**src/rtl/boot_sequencer_if.sv**
```systemverilog
// Load-stream handshake plus memory write port of the boot sequencer.
// The sequencer takes the slave side; the stream source / memories take master.
interface boot_sequencer_if #(
  parameter int NUM_MEM = 3,
  parameter int ADDR_W  = 8,
  parameter int DATA_W  = 32
);
  logic               s_valid;
  logic               s_ready;
  logic [DATA_W-1:0]  s_data;
  logic [NUM_MEM-1:0] wr_en;
  logic [ADDR_W-1:0]  wr_addr;
  logic [DATA_W-1:0]  wr_data;

  modport master (
    output s_valid, s_data,
    input  s_ready, wr_en, wr_addr, wr_data
  );

  modport slave (
    input  s_valid, s_data,
    output s_ready, wr_en, wr_addr, wr_data
  );
endinterface

```
**src/rtl/boot_sequencer.sv**
```systemverilog
// Boot sequencer: loads header/data records into target memories, holds the
// CPU in reset, then runs it until halt or the run-cycle limit.
module boot_sequencer #(
  parameter int NUM_MEM     = 3,
  parameter int ADDR_W      = 8,
  parameter int DATA_W      = 32,
  parameter int HOLD_CYCLES = 1,
  parameter int RUN_LIMIT   = 15
) (
  input  logic               clk,
  input  logic               rst,
  boot_sequencer_if.slave    bus,
  output logic               cpu_rst,
  input  logic               halt,
  input  logic               restart,
  output logic               running,
  output logic               done,
  output logic               timeout,
  output logic               error,
  output logic [31:0]        cycle_cnt
);

  typedef enum logic [2:0] {
    LOAD_HDR,
    LOAD_DATA,
    HOLD,
    RUN,
    DONE,
    ERROR
  } state_t;

  state_t             state, state_n;
  logic [3:0]         target, target_n;
  logic [ADDR_W-1:0]  addr, addr_n;
  logic [ADDR_W:0]    remain, remain_n;
  logic [31:0]        hold_cnt, hold_n;
  logic [NUM_MEM-1:0] wr_en_n;
  logic [ADDR_W-1:0]  wr_addr_n;
  logic [DATA_W-1:0]  wr_data_n;
  logic [31:0]        cnt_n;
  logic               done_n, timeout_n, error_n;
  logic               s_ready_n, cpu_rst_n, running_n;
  logic               xfer;
  logic [3:0]         hdr_id;
  logic [ADDR_W:0]    hdr_cnt;

  assign xfer    = bus.s_valid && bus.s_ready;
  assign hdr_id  = bus.s_data[DATA_W-1 -: 4];
  assign hdr_cnt = bus.s_data[ADDR_W:0];

  always_ff @(posedge clk or negedge rst) begin
    if (!rst) begin
      state       <= LOAD_HDR;
      target      <= '0;
      addr        <= '0;
      remain      <= '0;
      hold_cnt    <= '0;
      bus.s_ready <= 1'b0;
      bus.wr_en   <= '0;
      bus.wr_addr <= '0;
      bus.wr_data <= '0;
      cpu_rst     <= 1'b1;
      running     <= 1'b0;
      done        <= 1'b0;
      timeout     <= 1'b0;
      error       <= 1'b0;
      cycle_cnt   <= '0;
    end else begin
      state       <= state_n;
      target      <= target_n;
      addr        <= addr_n;
      remain      <= remain_n;
      hold_cnt    <= hold_n;
      bus.s_ready <= s_ready_n;
      bus.wr_en   <= wr_en_n;
      bus.wr_addr <= wr_addr_n;
      bus.wr_data <= wr_data_n;
      cpu_rst     <= cpu_rst_n;
      running     <= running_n;
      done        <= done_n;
      timeout     <= timeout_n;
      error       <= error_n;
      cycle_cnt   <= cnt_n;
    end
  end

  always_comb begin
    state_n   = state;
    target_n  = target;
    addr_n    = addr;
    remain_n  = remain;
    hold_n    = hold_cnt;
    wr_en_n   = '0;
    wr_addr_n = bus.wr_addr;
    wr_data_n = bus.wr_data;
    cnt_n     = cycle_cnt;
    done_n    = done;
    timeout_n = timeout;
    error_n   = error;

    case (state)
      LOAD_HDR: begin
        if (xfer) begin
          if (hdr_id == 4'hF) begin
            state_n = HOLD;
            hold_n  = '0;
          end else if ({28'b0, hdr_id} >= 32'(NUM_MEM)) begin
            state_n = ERROR;
            error_n = 1'b1;
          end else if (hdr_cnt != '0) begin
            target_n = hdr_id;
            addr_n   = '0;
            remain_n = hdr_cnt;
            state_n  = LOAD_DATA;
          end
        end
      end
      LOAD_DATA: begin
        if (xfer) begin
          for (int unsigned i = 0; i < NUM_MEM; i++)
            wr_en_n[i] = (target == 4'(i));
          wr_addr_n = addr;
          wr_data_n = bus.s_data;
          addr_n    = addr + 1'b1;
          remain_n  = remain - 1'b1;
          if (remain == (ADDR_W+1)'(1))
            state_n = LOAD_HDR;
        end
      end
      HOLD: begin
        hold_n = hold_cnt + 1'b1;
        if (hold_cnt == 32'(HOLD_CYCLES - 1)) begin
          state_n = RUN;
          cnt_n   = cycle_cnt + 1'b1;
        end
      end
      RUN: begin
        // halt is tested first so it wins over a simultaneous limit hit
        if (halt) begin
          state_n = DONE;
          done_n  = 1'b1;
        end else if (RUN_LIMIT != 0 && cycle_cnt == 32'(RUN_LIMIT)) begin
          state_n   = DONE;
          done_n    = 1'b1;
          timeout_n = 1'b1;
        end else if (cycle_cnt != '1) begin
          cnt_n = cycle_cnt + 1'b1;
        end
      end
      DONE, ERROR: begin
        if (restart) begin
          state_n   = LOAD_HDR;
          done_n    = 1'b0;
          timeout_n = 1'b0;
          error_n   = 1'b0;
          cnt_n     = '0;
        end
      end
      default: state_n = LOAD_HDR;
    endcase

    // Status outputs are registered from the next state so they reset cleanly
    s_ready_n = (state_n == LOAD_HDR) || (state_n == LOAD_DATA);
    cpu_rst_n = (state_n != RUN);
    running_n = (state_n == RUN);
  end

endmodule

```
**src/flat_wrapper.sv**
```systemverilog
// flat-port wrapper written by rule: the top's interface ports become plain ports
module boot_sequencer_flat 
#(
  parameter int NUM_MEM     = 3,
  parameter int ADDR_W      = 8,
  parameter int DATA_W      = 32,
  parameter int HOLD_CYCLES = 1,
  parameter int RUN_LIMIT   = 15
)
  (clk, rst, cpu_rst, halt, restart, running, done, timeout, error, cycle_cnt, bus_s_valid, bus_s_data, bus_s_ready, bus_wr_en, bus_wr_addr, bus_wr_data);
  boot_sequencer_if #(.NUM_MEM(NUM_MEM), .ADDR_W(ADDR_W), .DATA_W(DATA_W)) bus_i ();
  input  logic clk;
  input  logic rst;
  output logic cpu_rst;
  input  logic halt;
  input  logic restart;
  output logic running;
  output logic done;
  output logic timeout;
  output logic error;
  output logic [31:0] cycle_cnt;
  input wire logic [$bits(bus_i.s_valid)-1:0] bus_s_valid;
  input wire logic [$bits(bus_i.s_data)-1:0] bus_s_data;
  output wire logic [$bits(bus_i.s_ready)-1:0] bus_s_ready;
  output wire logic [$bits(bus_i.wr_en)-1:0] bus_wr_en;
  output wire logic [$bits(bus_i.wr_addr)-1:0] bus_wr_addr;
  output wire logic [$bits(bus_i.wr_data)-1:0] bus_wr_data;
  assign bus_i.s_valid = bus_s_valid;
  assign bus_i.s_data = bus_s_data;
  assign bus_s_ready = bus_i.s_ready;
  assign bus_wr_en = bus_i.wr_en;
  assign bus_wr_addr = bus_i.wr_addr;
  assign bus_wr_data = bus_i.wr_data;
  boot_sequencer #(.NUM_MEM(NUM_MEM), .ADDR_W(ADDR_W), .DATA_W(DATA_W), .HOLD_CYCLES(HOLD_CYCLES), .RUN_LIMIT(RUN_LIMIT)) u_core (.clk(clk), .rst(rst), .bus(bus_i), .cpu_rst(cpu_rst), .halt(halt), .restart(restart), .running(running), .done(done), .timeout(timeout), .error(error), .cycle_cnt(cycle_cnt));
endmodule
```
**config.mk**
```make
export PLATFORM = sky130hd
export DESIGN_NAME = boot_sequencer_flat
export DESIGN_NICKNAME = d
export VERILOG_FILES = /design/src/rtl/boot_sequencer_if.sv /design/src/rtl/boot_sequencer.sv /design/src/flat_wrapper.sv
export SDC_FILE = /design/constraint.sdc
export NUM_CORES = 1
export LEC_CHECK = 0
export ABC_AREA = 1
export CAP_MARGIN = 20
export CORE_MARGIN = 5
export CORE_UTILIZATION = 24
export CTS_BUF_LIST = sky130_fd_sc_hd__clkbuf_2 sky130_fd_sc_hd__clkbuf_4 sky130_fd_sc_hd__clkbuf_8
export CTS_CLUSTER_SIZE = 40
export DETAILED_ROUTE_END_ITERATION = 8
export GPL_ROUTABILITY_DRIVEN = 0
export GPL_TIMING_DRIVEN = 0
export SLEW_MARGIN = 20
export SYNTH_ARGS = -nofsm -noshare
export SYNTH_HDL_FRONTEND = slang
export SYNTH_SLANG_ARGS = --single-unit
```
**constraint.sdc**
```tcl
create_clock -name clk -period 4.9 [get_ports clk]
set_clock_uncertainty 0.1 [all_clocks]
set_input_delay 0.49 -clock clk [delete_from_list [all_inputs] [get_ports clk]]
set_output_delay 0.49 -clock clk [all_outputs]
set_load 0.005 [all_outputs]
```
==> results of run 1 <==
-- worst max-delay path, delay by kind of cell (launching register included) --
family,cells,cell delay (ns)
buffers and inverters,2,0.33
and+or+nand+nor,8,0.99
DFF,1,0.54
adders and majority gates,1,0.41
-- cell families after synthesis --
group,after synthesis,synth area share [%]
simple gates,717,37.6
buf+inv,138,6.96
flops,137,44.2
compound gates,87,6.22
xor+xnor,36,4.06
fa+ha+maj,6,0.967
-- cell type report --
type	instances	area, um^2
fillers	3475	21800
inverters	107	402
clock buffers	20	263
flip-flops and latches	137	3430
well taps	402	503
plain buffers	31	139
multi-input cells	846	3790
repair buffers	119	1210
clock inverters	12	161
diodes	1	2.50
-- layer usage --
| metal | vias up | track usage (%) |
|---|---|---|
| met3 | 23 | 2.40 |
| met1 | 3539 | 18.3 |
| met5 | - | 0 |
| met2 | 160 | 21.2 |
| met4 | 0 | 3.64 |
| li1 | 3815 | - |
-- timing repair --
item	4_1_cts	5_1_grt
hold buffers	1	0
hold endpoints to repair	55	0
endpoints found under the setup margin	0	0
-- state kept, by name, indices dropped and copies added (netlist names) --
signal	count
u_core.bus.wr_en	3
u_core.bus.wr_addr	8
u_core.hold_cnt	32
u_core.target	4
u_core.addr	8
u_core.timeout	1
u_core.remain	9
u_core.cycle_cnt	32
u_core.running	1
u_core.bus.s_ready	1
u_core.bus.wr_data	32
u_core.error	1
u_core.cpu_rst	1
u_core.state	3
u_core.done	1
-- cell usage after synthesis, types with 2 or more instances --
library cell / number / area, um^2
buf_1: 7 / 26.3
xor2_1: 27 / 236
nand3_2: 2 / 20.0
o21ai_0: 57 / 285
nor4_1: 2 / 12.5
buf_4: 3 / 22.5
a21oi_1: 7 / 35.0
nor2_2: 4 / 25.0
inv_2: 3 / 11.3
inv_1: 102 / 383
ha_1: 6 / 75.1
o31ai_1: 4 / 30.0
nor2_1: 179 / 672
dfrtp_1: 136 / 3400
or2_2: 2 / 12.5
o21ai_1: 2 / 10.0
nand3_1: 93 / 465
nand3b_1: 2 / 15.0
nand4_1: 14 / 87.6
nand2_1: 400 / 1500
clkinv_1: 2 / 7.51
nor3_1: 15 / 75.1
o22ai_1: 11 / 68.8
clkbuf_1: 12 / 45.0
buf_2: 9 / 45.0
nand2_2: 2 / 12.5
xnor2_1: 9 / 78.8
-- metrics by stage --
stage | util, % | instance area, um^2 | setup WS (ns) | hold slack (ns) | power, mW
floorplan | - | 7760 | 2.97 | 0.0944 | 2.71
global placement | 29.7 | 9440 | -2.58 | 0.343 | 3.45
detailed placement | 29.9 | 9470 | 1.96 | 0.348 | 3.49
CTS | 31.2 | 9900 | 2.42 | 0.371 | 4.54
global route | 31.2 | 9900 | 2.27 | 0.404 | 4.85
finish | 31.2 | 9900 | 2.42 | 0.371 | 4.48
-- worst paths after layout --
kind                                            startpoint                           endpoint  slack [ns]  cells past startpoint
min                           u_core.target[1]$_DFFE_PN0P_      u_core.bus.wr_en[0]$_DFF_PN0_        0.37                      1
min reg2reg                   u_core.target[1]$_DFFE_PN0P_      u_core.bus.wr_en[0]$_DFF_PN0_        0.37                      1
max in group asynchronous                              rst    u_core.hold_cnt[20]$_DFFE_PN0P_        3.47                      3
max                        u_core.cycle_cnt[0]$_DFFE_PN0P_   u_core.cycle_cnt[16]$_DFFE_PN0P_        2.42                     11
min in group asynchronous                              rst  u_core.bus.wr_data[2]$_DFFE_PN0P_        0.43                      2
max reg2reg                u_core.cycle_cnt[0]$_DFFE_PN0P_   u_core.cycle_cnt[16]$_DFFE_PN0P_        2.42                     11
-- where the power goes --
group | switching [mW] | leakage (nW) | internal, mW
logic | 0.984 | 2.49 | 0.710
registers | 0.293 | 1.79 | 1.47
clock network | 0.487 | 0.208 | 0.535
==> flow_summary.toml, run 1 <==
[cts]
h-tree-depth = 4
root_buffer = "clkbuf_8"
cts_resized = 0
post-cts-setup-buffers = 0
cts_made_buffers = 17
path_clk_slew_ns = 0.09
cts_tree = "built"
clockBufferDepth = 2
cts_sinks = 137
clk_latency_ns = 0.46

[yosys]
synth_cells = 1121
synth_area_mm2 = 0.00776
ys_ff_latch = 137
syn_nets = 1164
synth_warnings = 0
avgSynthCellArea_um2 = 6.92
synth_ff_type = "dfrtp_1"
synth_edf_count = 0
ys_types = 36
synthArstFlopShare_pct = 100
seq_area_frac_synth_pct = 44.2

[setup_path]
crit_chain = "ha_1 > nand3_2 > inv_2 > nand2_2 > nor2_2 > nand3_1 > nor2_1 > nor2_2 > buf_2 > nand3_1 > nand2_1"
max_stage_delay_ns = 0.54
critPathMaxFanout = 10
path_class = "reg2reg"
crit_slowest_cell = "dfrtp_1"
endpoint_kind = "register"
required_ns = 5.14
cp-start-kind = "register"
critPathArrivalTime_ns = 2.72

[floorplan]
initial_core_util_pct = 24.5
core_mm2 = 0.0317
rows = 65
io_pins = 118
chipHeight_um = 190
dieArea_mm2 = 0.0360
fp.dieW_um = 190

[outcome]
outcome = "finished clean"

[cells_and_area]
layout_common_cells = "nand2_1, nor2_1, dfrtp_1"
final_cells = 1675
final_common_cell = "nand2_1"
drive_gt1_share_pct = 4.95
finalNetCount = 1302
syn_to_final_growth_pct = 27.6

[routing]
avgViaCountPerCell = 4.50
wl_per_cell_um = 13.9
met3WireLength_um = 859
ant_nets = 0
vias = 7537
dr.pass1.iters = 5
top_layer = "met4"
drt-initial-drc-count = 532
drc_errors = 0
finalWirelength_mm = 23.3
met2_length_mm = 11.0
drt-met1-wl_mm = 11.1

[placement]
placed_cells = 1641
dpl.hpwl_mm = 17.6
port_buffers = 117

[timing]
min_period_ns = 2.48
rsz0062_at_grt = "no"
worstMarginPinSlew_ns = 0.611
finalSetupTns_ns = 0
hold_viol = 0
relSlewSlack_pct = 58.9
fin_crit_sh_pct = 50.6
slew_violations = 0
finalSetupViolations = 0
max_freq_mhz = 404

[power_and_ir_drop]
p_per_area_mw_per_mm2 = 452
p_leak_nw = 4.49
ir_worst_vdd_mv = 0.240

[global_routing]
track_usage_pct = 13.2
grt_pass1_wl_mm = 38.8
grt_overflow = 0
grt_max_degree = 83
antenna_found_initial = 1
first_global_vias = 7317

[min_path]
holdCritPathClass = "reg2reg"

[run]
drv_cap = 0
Power figures use the tool's default switching activity.
==> run 2: changes to the inputs <==
==> constraint.sdc (replaced) <==
create_clock -name clk -period 2.1 [get_ports clk]
set_clock_uncertainty 0.1 [all_clocks]
set_input_delay 0.21 -clock clk [delete_from_list [all_inputs] [get_ports clk]]
set_output_delay 0.21 -clock clk [all_outputs]
set_load 0.005 [all_outputs]
==> flow_summary.toml, run 2 (synthesized netlist as in run 1, its figures left out) <==
[routing]
drt-initial-drc-count = 487
vias = 7629
dr.pass1.iters = 5
avgViaCountPerCell = 4.53
drc_errors = 0
wl_per_cell_um = 14.1
finalWirelength_mm = 23.7
ant_nets = 0

[cts]
clk_latency_ns = 0.46
clockBufferDepth = 2
path_clk_slew_ns = 0.09
cts_tree = "built"
root_buffer = "clkbuf_8"
cts_sinks = 137
cts_made_buffers = 17
h-tree-depth = 4

[setup_path]
critPathMaxFanout = 7
max_stage_delay_ns = 0.40
cp_top_family = "simple AND/OR/NAND/NOR gates"
crit_chain = "ha_4 > nand3_4 > inv_2 > nand2_2 > nor2_4 > nand3_2 > nor2_4 > nor2_4 > buf_12 > buf_4 > nand3_1 > nand2_1"
crit_slowest_cell = "dfrtp_2"
crit_top_cell = "nor2_4"
cp-start-kind = "register"
cp_num_buf_inv = 3
path_class = "reg2reg"
worstReg2RegStart = "u_core.cycle_cnt[0]$_DFFE_PN0P_"
startpoint = "u_core.cycle_cnt[0]$_DFFE_PN0P_"
critPathArrivalTime_ns = 2.25
endpoint_kind = "register"
required_ns = 2.33

[timing]
fin_crit_sh_pct = 96.1
finalSetupTns_ns = 0
relSlewSlack_pct = 62.4
min_period_ns = 2.02
hold_viol = 0
slew_violations = 0
max_freq_mhz = 495
finalSetupViolations = 0
worst_hold_slack_ns = 0.151
worstMarginPinSlew_ns = 0.564

[cells_and_area]
syn_to_final_growth_pct = 30.7
largestRegisters = "u_core.bus.wr_data x32, u_core.cycle_cnt x32, u_core.hold_cnt x32"
final_common_cell = "nand2_1"
finalNetCount = 1311
layout_common_cells = "nand2_1, nor2_1, dfrtp_1"
final_cells = 1684
fillers = 3451
drive_gt1_share_pct = 7.65

[floorplan]
io_pins = 118
rows = 65
fp.dieW_um = 190
core_mm2 = 0.0317
initial_core_util_pct = 24.5
dieArea_mm2 = 0.0360
chipHeight_um = 190

[run]
drv_cap = 0

[power_and_ir_drop]
p_per_area_mw_per_mm2 = 1060
p_leak_nw = 4.55
ir_worst_vdd_mv = 0.558

[placement]
port_buffers = 117
placed_cells = 1641
dpl.hpwl_mm = 17.6

[global_routing]
grt_pass1_wl_mm = 39.2
antenna_found_initial = 1
track_usage_pct = 13.3
first_global_vias = 7388
grt_overflow = 0
grt_max_degree = 83

[min_path]
holdCritPathClass = "in2async"

[outcome]
outcome = "finished clean"
run 2: cell types whose count changed in the layout (fill, tap and decap cells not counted), moves of 2 or more:
cell,change
nand3_1,-2
buf_1,-3
dfrtp_1,-8
dfrtp_2,+8
buf_6,+6
nand3_4,+2
nor2_4,+8
buf_4,+4
nor2_1,-6
nor2_2,-2
clkbuf_2,+2
run 2: stage by stage:
step | worst slack, ns | utilization (%) | power [mW] | instance area, um^2
final | 0.0817 | 32.0 | 10.8 | 10100
after global placement | -5.10 | 29.7 | 8.05 | 9440
after global routing | -0.0331 | 32.0 | 11.7 | 10100
after CTS | 0.00939 | 31.5 | 10.7 | 9980
after detailed placement | -0.558 | 29.9 | 8.15 | 9470
after floorplan | 0.172 | - | 6.33 | 7760
run 2: layout make-up:
type	count	area (um^2)	area share, %
Clock buffer	20	263	2.59
Sequential cell	137	3440	33.9
Antenna cell	1	2.50	0.0247
Multi-Input combinational cell	846	3900	38.4
Tap cell	402	503	4.96
Clock inverter	12	161	1.59
Buffer	31	178	1.75
Inverter	107	403	3.97
Timing Repair Buffer	128	1300	12.8
run 2: worst paths after layout:
check / slack, ns / end / cells after the start
setup / recovery: 0.08 / u_core.cycle_cnt[12]$_DFFE_PN0P_ / 12
hold / removal: 0.15 / u_core.bus.wr_data[2]$_DFFE_PN0P_ / 2
setup reg to reg: 0.08 / u_core.cycle_cnt[12]$_DFFE_PN0P_ / 12
hold reg to reg: 0.37 / u_core.target[3]$_DFFE_PN0P_ / 2
max in group asynchronous: 0.95 / u_core.cycle_cnt[0]$_DFFE_PN0P_ / 3
min in group clk: 0.19 / u_core.bus.wr_data[11]$_DFFE_PN0P_ / 3
run 2: what timing repair did:
item                                    in CTS  in global routing
endpoints found under the setup margin      45                 50
buffers inserted                             1                  6
hold buffers                                 1                  0
pin swaps                                    1                  2
hold endpoints to repair                    55                  0
cloned                                       1                  1
resized for setup                           24                 28
run 2: routing by layer:
metal | up-vias | global-route usage [%] | wire [um]
li1 | 3832 | - | -
met1 | 3593 | 18.5 | 11400
met2 | 170 | 21.2 | 11000
met3 | 34 | 2.44 | 864
met4 | 0 | 4.09 | 502
met5 | - | 0 | 0
run 2: report_power, final:
| group | internal, mW | leakage (nW) | switching, mW | total (mW) |
|---|---|---|---|---|
| Sequential | 3.43 | 1.78 | 0.672 | 4.10 |
| Combinational | 1.87 | 2.56 | 2.44 | 4.31 |
| Clock | 1.25 | 0.208 | 1.15 | 2.39 |
==> run 3: changes to the inputs <==
--- a/config.mk
+++ b/config.mk
@@ -12,8 +12,10 @@
 export CTS_BUF_LIST = sky130_fd_sc_hd__clkbuf_2 sky130_fd_sc_hd__clkbuf_4 sky130_fd_sc_hd__clkbuf_8
 export CTS_CLUSTER_SIZE = 40
 export DETAILED_ROUTE_END_ITERATION = 8
+export DONT_BUFFER_PORTS = 1
 export GPL_ROUTABILITY_DRIVEN = 0
 export GPL_TIMING_DRIVEN = 0
+export PLACE_DENSITY = 0.36
 export SLEW_MARGIN = 20
 export SYNTH_ARGS = -nofsm -noshare
 export SYNTH_HDL_FRONTEND = slang
==> constraint.sdc (replaced) <==
create_clock -name clk -period 2.2 [get_ports clk]
set_clock_uncertainty 0.1 [all_clocks]
set_input_delay 0.22 -clock clk [delete_from_list [all_inputs] [get_ports clk]]
set_output_delay 0.22 -clock clk [all_outputs]
set_load 0.005 [all_outputs]
==> flow_summary.toml, run 3 (synthesized netlist as in run 1, its figures left out) <==
[outcome]
outcome = "finished, violations left"
failed_checks = "negative hold slack"

[global_routing]
first_global_vias = 7055
track_usage_pct = 14.5
grt_max_degree = 138
grtUsageMet2_pct = 23.5
antenna_found_initial = 1
grt_overflow = 0
grt_pass1_wl_mm = 41.1
grt-busiest-layer = "met2"
met1_usage_pct = 19.6
use_met3_pct = 3.67

[cells_and_area]
syn_to_final_growth_pct = 18.2
fillers = 3548
drive_gt1_share_pct = 7.45
final_common_cell = "nand2_1"
final_core_util_pct = 28.9
largestRegisters = "u_core.bus.wr_data x32, u_core.cycle_cnt x32, u_core.hold_cnt x32"
final_cells = 1596
finalNetCount = 1224
layout_common_cells = "nand2_1, nor2_1, dfrtp_1"
antenna_cells = 0

[placement]
port_buffers = 0
dpl.hpwl_mm = 18.9
placed_cells = 1523

[floorplan]
initial_core_util_pct = 24.5
rows = 65
fp.dieW_um = 190
chipHeight_um = 190
dieArea_mm2 = 0.0360
core_mm2 = 0.0317
io_pins = 118

[power_and_ir_drop]
fin_total_pwr_mw = 9.43
ir_worst_vdd_mv = 0.386
p_per_area_mw_per_mm2 = 1030
p_leak_nw = 4.21
p_comb_share_pct = 33.1
netSwitchingPower_mw = 3.94
intPower_mw = 5.48
p_sw_share_pct = 41.8
p_clk_share_pct = 23.8
pwr-share-seq_pct = 43.2

[setup_path]
crit_top_cell = "nand2_1"
max_stage_delay_ns = 0.49
crit_slowest_cell = "dfrtp_2"
cp-start-kind = "register"
path_class = "reg2reg"
crit_chain = "ha_4 > nand3_2 > nor2_1 > nand2_1 > nor2_4 > a21oi_4 > nand3_4 > buf_6 > nand2_1 > nand2_1"
critPathArrivalTime_ns = 2.30
r2r_setup_slack_ns = 0.15
critPathMaxFanout = 10
worstReg2RegStart = "u_core.cycle_cnt[0]$_DFFE_PN0P_"
cp_top_family = "simple AND/OR/NAND/NOR gates"
worst-path-stages = 10
reg2reg_to = "u_core.cycle_cnt[25]$_DFFE_PN0P_"
required_ns = 2.45
cp_num_buf_inv = 1
endpoint_kind = "register"
ff2ff_path_depth = 10

[routing]
finalWirelength_mm = 25.5
drc_errors = 0
vias = 7044
wl_per_cell_um = 16.0
avgViaCountPerCell = 4.41
dr.pass1.iters = 5
drt-initial-drc-count = 413
ant_nets = 0

[timing]
max_freq_mhz = 488
finalSetupViolations = 0
slew_violations = 0
rsz0062_at_grt = "yes"
finalSetupTns_ns = 0
min_period_ns = 2.05
fin_crit_sh_pct = 93.1
hold_viol = 137
relSlewSlack_pct = 64.0
worst_hold_slack_ns = -0.640
worstMarginPinSlew_ns = 0.540

[cts]
hold_buffers = 34
clockBufferDepth = 2
clk_latency_ns = 0.46
path_clk_slew_ns = 0.09
cts_tree = "built"
h-tree-depth = 4
root_buffer = "clkbuf_8"
cts_made_buffers = 17
cts_sinks = 137

[min_path]
holdCritPathClass = "in2async"

[run]
drv_cap = 0
## run 3: cell type report
cell class	count	area (um^2)	share of cell area, %
plain buffers	31	174	1.90
clock buffers	17	234	2.55
clock inverters	15	174	1.90
inverters	107	405	4.42
multi-input cells	846	3860	42.0
flip-flops and latches	137	3440	37.5
well taps	402	503	5.48
repair buffers	41	390	4.26
## run 3: how the worst max path moves through the flow
stage | startpoint | end | slack [ns]
after detailed placement | u_core.cycle_cnt[0]$_DFFE_PN0P_ | u_core.cycle_cnt[30]$_DFFE_PN0P_ | -0.32
after CTS | u_core.cycle_cnt[0]$_DFFE_PN0P_ | u_core.cycle_cnt[30]$_DFFE_PN0P_ | 0.005
final | u_core.cycle_cnt[0]$_DFFE_PN0P_ | u_core.cycle_cnt[25]$_DFFE_PN0P_ | 0.15
after global placement | u_core.cycle_cnt[0]$_DFFE_PN0P_ | u_core.cycle_cnt[30]$_DFFE_PN0P_ | -0.31
after global routing | u_core.hold_cnt[0]$_DFFE_PN0P_ | u_core.cycle_cnt[30]$_DFFE_PN0P_ | -0.02
after floorplan | u_core.cycle_cnt[0]$_DFFE_PN0P_ | u_core.cycle_cnt[0]$_DFFE_PN0P_ | 0.27
## run 3: per-stage QoR
step,hold WS [ns],setup slack (ns),area [um^2]
6_report,-0.640,0.152,9170
4_1_cts,-0.697,0.00491,9070
3_3_place_gp,-0.171,-0.307,8260
5_1_grt,-0.708,-0.0203,9170
3_5_place_dp,-0.170,-0.318,8260
2_1_floorplan,-0.176,0.272,7760
## run 3: per-layer routing
metal	vias up	share of wire [%]
met3	9	4.3
met5	-	0.027
met2	97	47
li1	3650	-
met1	3286	48
met4	2	0.86
## run 3: what timing repair did
action / in CTS / in global routing
pin swaps: 1 / 2
setup endpoints to repair: 33 / 63
hold endpoints to repair: 183 / 137
resized for setup: 12 / 25
setup buffers: 3 / 4
## run 3: power by group through the flow
stage	clock network, mW	logic (mW)	registers [mW]
final	2.24	3.12	4.07
after global routing	2.45	3.62	4.19
after CTS	2.36	3.07	4.08
after detailed placement	0	2.93	4.12
after global placement	0	2.92	4.13
after floorplan	0	2.21	3.84
## run 3: worst register-to-register path: stages (launching register included)
cell and delay (ns):
dfrtp_2 0.49, ha_4 0.21, nand3_2 0.13, nor2_1 0.06, nand2_1 0.12, nor2_4 0.08, a21oi_4 0.27, nand3_4 0.17
buf_6 0.19, nand2_1 0.06, nand2_1 0.05
